<file path="src/rtl/mmio_io_hub.sv">
// Memory-mapped I/O hub: synchronized switches, debounced buttons with pending/enable
// interrupt logic, and LED / seven-segment output registers on a 32-bit CPU bus.
module mmio_io_hub #(
    parameter logic [31:0] BASE_ADDR = 32'h1100_0000,
    parameter int          SW_WIDTH  = 16,
    parameter int          LED_WIDTH = 16,
    parameter int          NUM_BTNS  = 4,
    parameter int          DB_CYCLES = 500000
) (
    input  logic                 CLK,
    input  logic                 RST_N,
    input  logic [31:0]          IOBUS_ADDR,
    input  logic [31:0]          IOBUS_OUT,
    input  logic                 IOBUS_WR,
    output logic [31:0]          IOBUS_IN,
    input  logic [SW_WIDTH-1:0]  SWITCHES,
    input  logic [NUM_BTNS-1:0]  BTNS,
    output logic [LED_WIDTH-1:0] LEDS,
    output logic [15:0]          SSEG_DATA,
    output logic                 INTR
);

    localparam int              CNT_W     = $clog2(DB_CYCLES + 1);
    localparam logic [CNT_W-1:0] CNT_LAST = CNT_W'(DB_CYCLES - 1);

    localparam logic [31:0] ADDR_SW   = BASE_ADDR + 32'h00;
    localparam logic [31:0] ADDR_LVL  = BASE_ADDR + 32'h04;
    localparam logic [31:0] ADDR_PEND = BASE_ADDR + 32'h08;
    localparam logic [31:0] ADDR_IE   = BASE_ADDR + 32'h0C;
    localparam logic [31:0] ADDR_LEDS = BASE_ADDR + 32'h20;
    localparam logic [31:0] ADDR_SSEG = BASE_ADDR + 32'h40;

    logic [SW_WIDTH-1:0]  sw_s1_q, sw_s1_d, sw_s2_q, sw_s2_d;
    logic [NUM_BTNS-1:0]  btn_s1_q, btn_s1_d, btn_s2_q, btn_s2_d;
    logic [NUM_BTNS-1:0]  lvl_q, lvl_d, pend_q, pend_d, ie_q, ie_d, rise;
    logic [CNT_W-1:0]     cnt_q [NUM_BTNS];
    logic [CNT_W-1:0]     cnt_d [NUM_BTNS];
    logic [LED_WIDTH-1:0] leds_q, leds_d;
    logic [15:0]          sseg_q, sseg_d;
    logic                 wr_pend, wr_ie, wr_leds, wr_sseg;
    logic                 unused_wdata;

    assign wr_pend = IOBUS_WR && (IOBUS_ADDR == ADDR_PEND);
    assign wr_ie   = IOBUS_WR && (IOBUS_ADDR == ADDR_IE);
    assign wr_leds = IOBUS_WR && (IOBUS_ADDR == ADDR_LEDS);
    assign wr_sseg = IOBUS_WR && (IOBUS_ADDR == ADDR_SSEG);

    // Upper write-data bits are meaningless for the narrower registers.
    assign unused_wdata = ^IOBUS_OUT;

    // NOTE: every always_comb output gets a default before any branch, so no latches are inferred.
    always_comb begin
        sw_s1_d  = SWITCHES;
        sw_s2_d  = sw_s1_q;
        btn_s1_d = BTNS;
        btn_s2_d = btn_s1_q;
        lvl_d    = lvl_q;
        rise     = '0;
        for (int i = 0; i < NUM_BTNS; i++) begin
            cnt_d[i] = '0;
            if (btn_s2_q[i] != lvl_q[i]) begin
                if (cnt_q[i] == CNT_LAST) begin
                    lvl_d[i] = ~lvl_q[i];
                    rise[i]  = ~lvl_q[i];
                end else begin
                    cnt_d[i] = cnt_q[i] + 1'b1;
                end
            end
        end

        // A new press wins over a same-cycle write-one-to-clear.
        pend_d = pend_q;
        if (wr_pend) pend_d = pend_q & ~IOBUS_OUT[NUM_BTNS-1:0];
        pend_d = pend_d | rise;

        ie_d   = wr_ie   ? IOBUS_OUT[NUM_BTNS-1:0]  : ie_q;
        leds_d = wr_leds ? IOBUS_OUT[LED_WIDTH-1:0] : leds_q;
        sseg_d = wr_sseg ? IOBUS_OUT[15:0]          : sseg_q;
    end

    // NOTE: sequential state uses non-blocking assignments only; the counters are reset
    // explicitly because a mid-debounce reset must discard any partial count.
    always_ff @(posedge CLK or negedge RST_N) begin
        if (!RST_N) begin
            sw_s1_q  <= '0;
            sw_s2_q  <= '0;
            btn_s1_q <= '0;
            btn_s2_q <= '0;
            lvl_q    <= '0;
            pend_q   <= '0;
            ie_q     <= '0;
            leds_q   <= '0;
            sseg_q   <= '0;
            for (int i = 0; i < NUM_BTNS; i++) cnt_q[i] <= '0;
        end else begin
            sw_s1_q  <= sw_s1_d;
            sw_s2_q  <= sw_s2_d;
            btn_s1_q <= btn_s1_d;
            btn_s2_q <= btn_s2_d;
            lvl_q    <= lvl_d;
            pend_q   <= pend_d;
            ie_q     <= ie_d;
            leds_q   <= leds_d;
            sseg_q   <= sseg_d;
            for (int i = 0; i < NUM_BTNS; i++) cnt_q[i] <= cnt_d[i];
        end
    end

    always_comb begin
        IOBUS_IN = 32'h0;
        case (IOBUS_ADDR)
            ADDR_SW:   IOBUS_IN = 32'(sw_s2_q);
            ADDR_LVL:  IOBUS_IN = 32'(lvl_q);
            ADDR_PEND: IOBUS_IN = 32'(pend_q);
            ADDR_IE:   IOBUS_IN = 32'(ie_q);
            ADDR_LEDS: IOBUS_IN = 32'(leds_q);
            ADDR_SSEG: IOBUS_IN = 32'(sseg_q);
            default:   IOBUS_IN = 32'h0;
        endcase
    end

    assign LEDS      = leds_q;
    assign SSEG_DATA = sseg_q;
    assign INTR      = |(pend_q & ie_q);

endmodule

</file>
<file path="config.mk">
export PLATFORM = sky130hd
export DESIGN_NAME = mmio_io_hub
export DESIGN_NICKNAME = d
export VERILOG_FILES = /design/src/rtl/mmio_io_hub.sv
export SDC_FILE = /design/constraint.sdc
export NUM_CORES = 1
export LEC_CHECK = 0
export ABC_AREA = 1
export CAP_MARGIN = 20
export CORE_AREA = 2 2 143 145
export CTS_BUF_LIST = sky130_fd_sc_hd__clkbuf_4 sky130_fd_sc_hd__clkbuf_8
export DETAILED_ROUTE_END_ITERATION = 10
export DIE_AREA = 0 0 145 147
export RECOVER_POWER = 50
export SYNTH_ARGS = -nofsm -noshare
export SYNTH_HDL_FRONTEND = slang
export SYNTH_SLANG_ARGS = --single-unit
export TNS_END_PERCENT = 5
</file>
<file path="constraint.sdc">
create_clock -name CLK -period 2.35 [get_ports CLK]
set_input_delay 0.5875 -clock CLK [delete_from_list [all_inputs] [get_ports CLK]]
set_output_delay 0.5875 -clock CLK [all_outputs]
set_load 0.01 [all_outputs]
</file>
### Yosys cells after proc, flatten, opt, wreduce, memory -nomap -nowiden

Cells that the tools add are included.

* bits in registers: 160
* output and inout bits: 65
* logic and storage cells: 69

* add/sub/neg operators: 4
* eq/ne operators: 14
* muxes and demuxes: 18
* bitwise operators: 8
* reductions and logical operators: 9

Operators with widths (number)
* == test 32 x 29 -> 1 bit, second input constant: 6
* two-way mux 19 bit: 8
* case mux 16 bit (6 select lines): 1
* adder 19 x 1 -> 19 bit, second input constant: 4
* == test 19 bit, second input constant: 4
* bitwise AND 4 bit: 2
* two-way mux 1 bit: 8
* AND reduction 2 bit: 4
* logical AND 1 bit: 4
* two-way mux 4 bit: 1
* != test 1 bit: 4
* inverter 1 bit: 4
* inverter 4 bit: 1
* bitwise OR 4 bit: 1
* OR reduction 4 bit: 1

### Longest topological paths before layout

* word-level depth: 4
* depth in mapped cells: 10
* depth with buffers taken out: 9

### Least setup slack after synthesis

OpenSTA, ideal clock, no wires.

* path kind: input-to-output
* start: in IOBUS_ADDR[0]
* end: out IOBUS_IN[10]
* arrival time: 1.567 ns
* data required time: 1.762 ns
* slack: 0.195 ns
* stages: 10
* path through: clkinv_1 -> nand2_2 -> nor2_2 -> nand2_1 -> nor2_4 -> nand2_4 -> inv_2 -> buf_4 -> nand2_1 -> nand3_1

* cells in the longest elaborated chain, start to end: 2
* elaborated cells on any way between the ends: 7
* those cells by class: eq/ne: 6; mux: 1

RTL lines
* start, declared: RTL line 12 `input logic [31:0] IOBUS_ADDR,`
* == test 32 x 29 -> 1 bit: RTL line 111 `case (IOBUS_ADDR)`
* case mux 16 bit (6 select lines) *: RTL line 111
* end, declared: RTL line 15 `output logic [31:0] IOBUS_IN,`

Mark *: on every way between the ends. The rest lies on a longest branch, timed or not.

### Worst setup path in the final report

* start: in IOBUS_ADDR[30]
* end: out IOBUS_IN[10]

Same word-level chain as after synthesis.

==> metrics <==
run status=finished with violations; failing checks=negative setup slack; total CTS buffers=17; setup ws final=-51.7 ps; Final Instance Area=between 9000 and 10000 sq um; WS Path Type=in2out; core footprint=between 15000 and 20000 sq um; sequential-to-total area share from yosys stat=approximately half; worst hold path class=reg2reg; initial detailed-routing violation count=393; static leakage=4.65 nW; Worst setup SP type=primary input; post-route insts no fill=1395; register area=about 4000 sq um; EDFF count, synth=0; Clock transition at path regs=about 90 ps; I/O pins=152; CTS tree=yes; Port Buffers=119; Final Critical Period=around 2400 ps; Hold Path End=sw_s2_q[13]; Syn Inst Count=around 960; Tcrit/Tclk final=102%; CP required=around 1800 ps; largest net degree at the start of global routing=slightly above 50; Worst Skew=~11 ps; Root Driver=clkbuf_8; Yosys warning count=0; post-synthesis cell area=7770 sq um; crit path DAT=1810 ps; filler instances=roughly 1.9k; #FFs+latches synth=160; ys flop type=dfrtp_1; cell area power density=526 nW/um^2; first-pass GRT wire length=between 30 and 40 mm; clock buffer depth=2; Hold Startpoint=sw_s1_q[13]; GR Util All Layers=18.6%; wire length per cell=~14 um; remaining global-route overflow=0; Async SR Flop Fraction=between 90% and 100%; die span in y=between 100 and 150 um; Synth cell types=39; Final #Nets=1202; Die Span X=roughly 150 um; worst r2r src=cnt_q[0]; area delta synth->final=28.6%; Worst Path Max Fanout=6; drt drc=0; GPL Wtd Cong=about 0.86; slew at the pin closest to its max-slew limit=between 1000 and 1500 ps; die footprint=~21000 sq um; fraction of layout cells with a size suffix above 1=roughly 17%; initial antenna violation count=1; Avg Synthesized Cell Area=approximately 8 sq um; Area after DPL=9340 sq um; Slew Limit Headroom=approximately 18%; Rows=52; Final Hold Fails=0; R2R Path End=cnt_q[18]; worst reg2reg path depth=8; Post-Place Cells=roughly 1.3k; VDD IR-drop max=about 0.31 mV; H-Tree Depth=4; DP HPWL=13.6 mm; Vias=about 6.6k; DR vias/cell=4.70; pins over their slew limit=0; endpoints failing setup=14; Multi-input gate area=approximately 3400 sq um; Final ANT Viol Nets=0; Achievable Freq=416 MHz; Initial Utilization=between 30% and 40%; RSZ-0062 raised after global routing=true; CP Capture Type=primary output; Max Cap Violations=0; clk sinks=between 150 and 200; r2r setup slk=620 ps; Fin Setup TNS=-370 ps; worst hold slack=between 300 and 400 ps; Initial DRT Pass Iterations=5; Worst-Skew Late Latency=between 400 and 500 ps; vias in the first global route=about 6.3k; detailed-route wire length=between 15 and 20 mm; hold path depth=0
## cell type report
class	count	area share (%)
antenna	1	0.0251
clock buffer	18	2.48
clock inverter	14	1.70
inverter	107	4.21
multi-input combinational	672	33.7
sequential	160	40.1
tap	270	3.38
timing repair buffer	151	14.2
timing repair inverter	2	0.188
## per-stage QoR
stage                     power (mW)  utilization [%]  worst slack, ps
final                           5.25             50.3            -51.7
after global routing            5.47             50.3             -167
after CTS                       5.33             50.4             -109
after detailed placement        3.20             47.1             -883
after global placement          3.20             47.1             -933
after floorplan                 2.99                -              195
## placed cells by master (no fill, tap or decap), types with 6 or more instances in the layout
cell / synthesis / layout
inv_2: 11 / 20
nor2_4: 3 / 9
dfrtp_1: 160 / 160
xor2_1: 26 / 26
clkbuf_2: 0 / 9
clkdlybuf4s50_1: 0 / 49
nand2_2: 4 / 12
o21ai_1: 22 / 24
nor3_1: 29 / 29
o21ai_0: 28 / 25
nand3_2: 1 / 7
conb_1: 1 / 16
inv_8: 0 / 6
buf_4: 21 / 13
a21oi_1: 6 / 6
inv_1: 95 / 83
clkbuf_8: 0 / 18
dlygate4sd3_1: 0 / 20
nand4_1: 23 / 23
nor2_2: 10 / 12
nand3_1: 58 / 52
xnor2_1: 12 / 12
buf_6: 2 / 20
nor2_1: 151 / 143
nor3b_1: 6 / 6
nand2_1: 252 / 239
buf_2: 4 / 26
## synth_stat cells (2+ instances only)
master    count  area, sq um
buf_4        21          158
inv_2        11         41.3
clkbuf_1      2         7.51
o21ai_0      28          140
nand3b_1      2         15.0
ha_1          4         50.1
nand3_1      58          290
nand2_2       4         25.0
buf_1         2         7.51
nor2_8        2         40.0
nor3b_1       6         45.0
nor2_4        3         33.8
inv_1        95          357
xor2_1       26          228
buf_2         4         20.0
nor3_1       29          145
a31oi_1       5         31.3
o21ai_1      22          110
nand4_1      23          144
nor2_1      151          567
nand2_1     252          946
a21oi_1       6         30.0
buf_6         2         22.5
nor4_1        2         12.5
xnor2_1      12          105
nand2_4       2         22.5
nor2_2       10         62.6
dfrtp_1     160         4000
## worst max-delay path by stage
stage / startpoint / depth (start not counted) / to / slack [ps]
after floorplan: IOBUS_ADDR[0] / 10 / IOBUS_IN[10] / 200
after global placement: IOBUS_ADDR[24] / 11 / IOBUS_IN[2] / -930
after detailed placement: IOBUS_ADDR[24] / 11 / IOBUS_IN[2] / -880
after CTS: IOBUS_ADDR[16] / 12 / IOBUS_IN[14] / -110
after global routing: IOBUS_ADDR[25] / 13 / IOBUS_IN[12] / -170
final: IOBUS_ADDR[30] / 13 / IOBUS_IN[10] / -50
## repair_timing
| action | CTS | global route |
|---|---|---|
| buffers inserted | 11 | 0 |
| gates resized for setup | 217 | 42 |
| gates cloned | 5 | 0 |
| endpoints found under the hold margin | 0 | 0 |
| setup endpoints to repair | 17 | 17 |
| pin swaps | 44 | 28 |
| hold buffers | 0 | 0 |
## report_power, final
group	switching, mW	internal [mW]
registers	0.0256	2.80
clock network	1.11	1.01
logic	0.174	0.121
total	1.31	3.94
## per-layer routing
metal	vias up	routed length (um)	part of all wire, %	global-route usage [%]
li1	3301	-	-	-
met1	3065	8850	47	24.9
met2	173	8910	47	30.1
met3	21	917	4.8	4.47
met4	2	307	1.6	5.94
met5	-	12	0.063	0
## flip-flops by register name, summed over array words and instances, names as in the netlist
| signal | flops |
|---|---|
| btn_s1_q | 4 |
| cnt_q | 76 |
| ie_q | 4 |
| btn_s2_q | 4 |
| SSEG_DATA | 16 |
| pend_q | 4 |
| lvl_q | 4 |
| sw_s1_q | 16 |
| LEDS | 16 |
| sw_s2_q | 16 |
## cell families after synthesis
| group | share of synthesized area [%] |
|---|---|
| XOR/XNOR | 4.49 |
| AND/OR/NAND/NOR | 30.9 |
| flip-flops | 51.6 |
| adder cells (fa/ha/maj) | 0.644 |
| other | 0.0483 |
| AO/OA/AOI/OAI | 4.45 |
| buffers and inverters | 7.94 |
## worst max-delay path, cell delays in order
cell and delay (ps):
buf_2 100, inv_2 40, nand2_1 40, nor2_1 70, nand2_1 90, nor2_4 140, buf_6 160, buf_8 110
nand2_8 60, clkinvlp_4 140, nand2_1 70, nand3_1 60, buf_2 130
No activity file was read; power rests on OpenSTA's default activity.
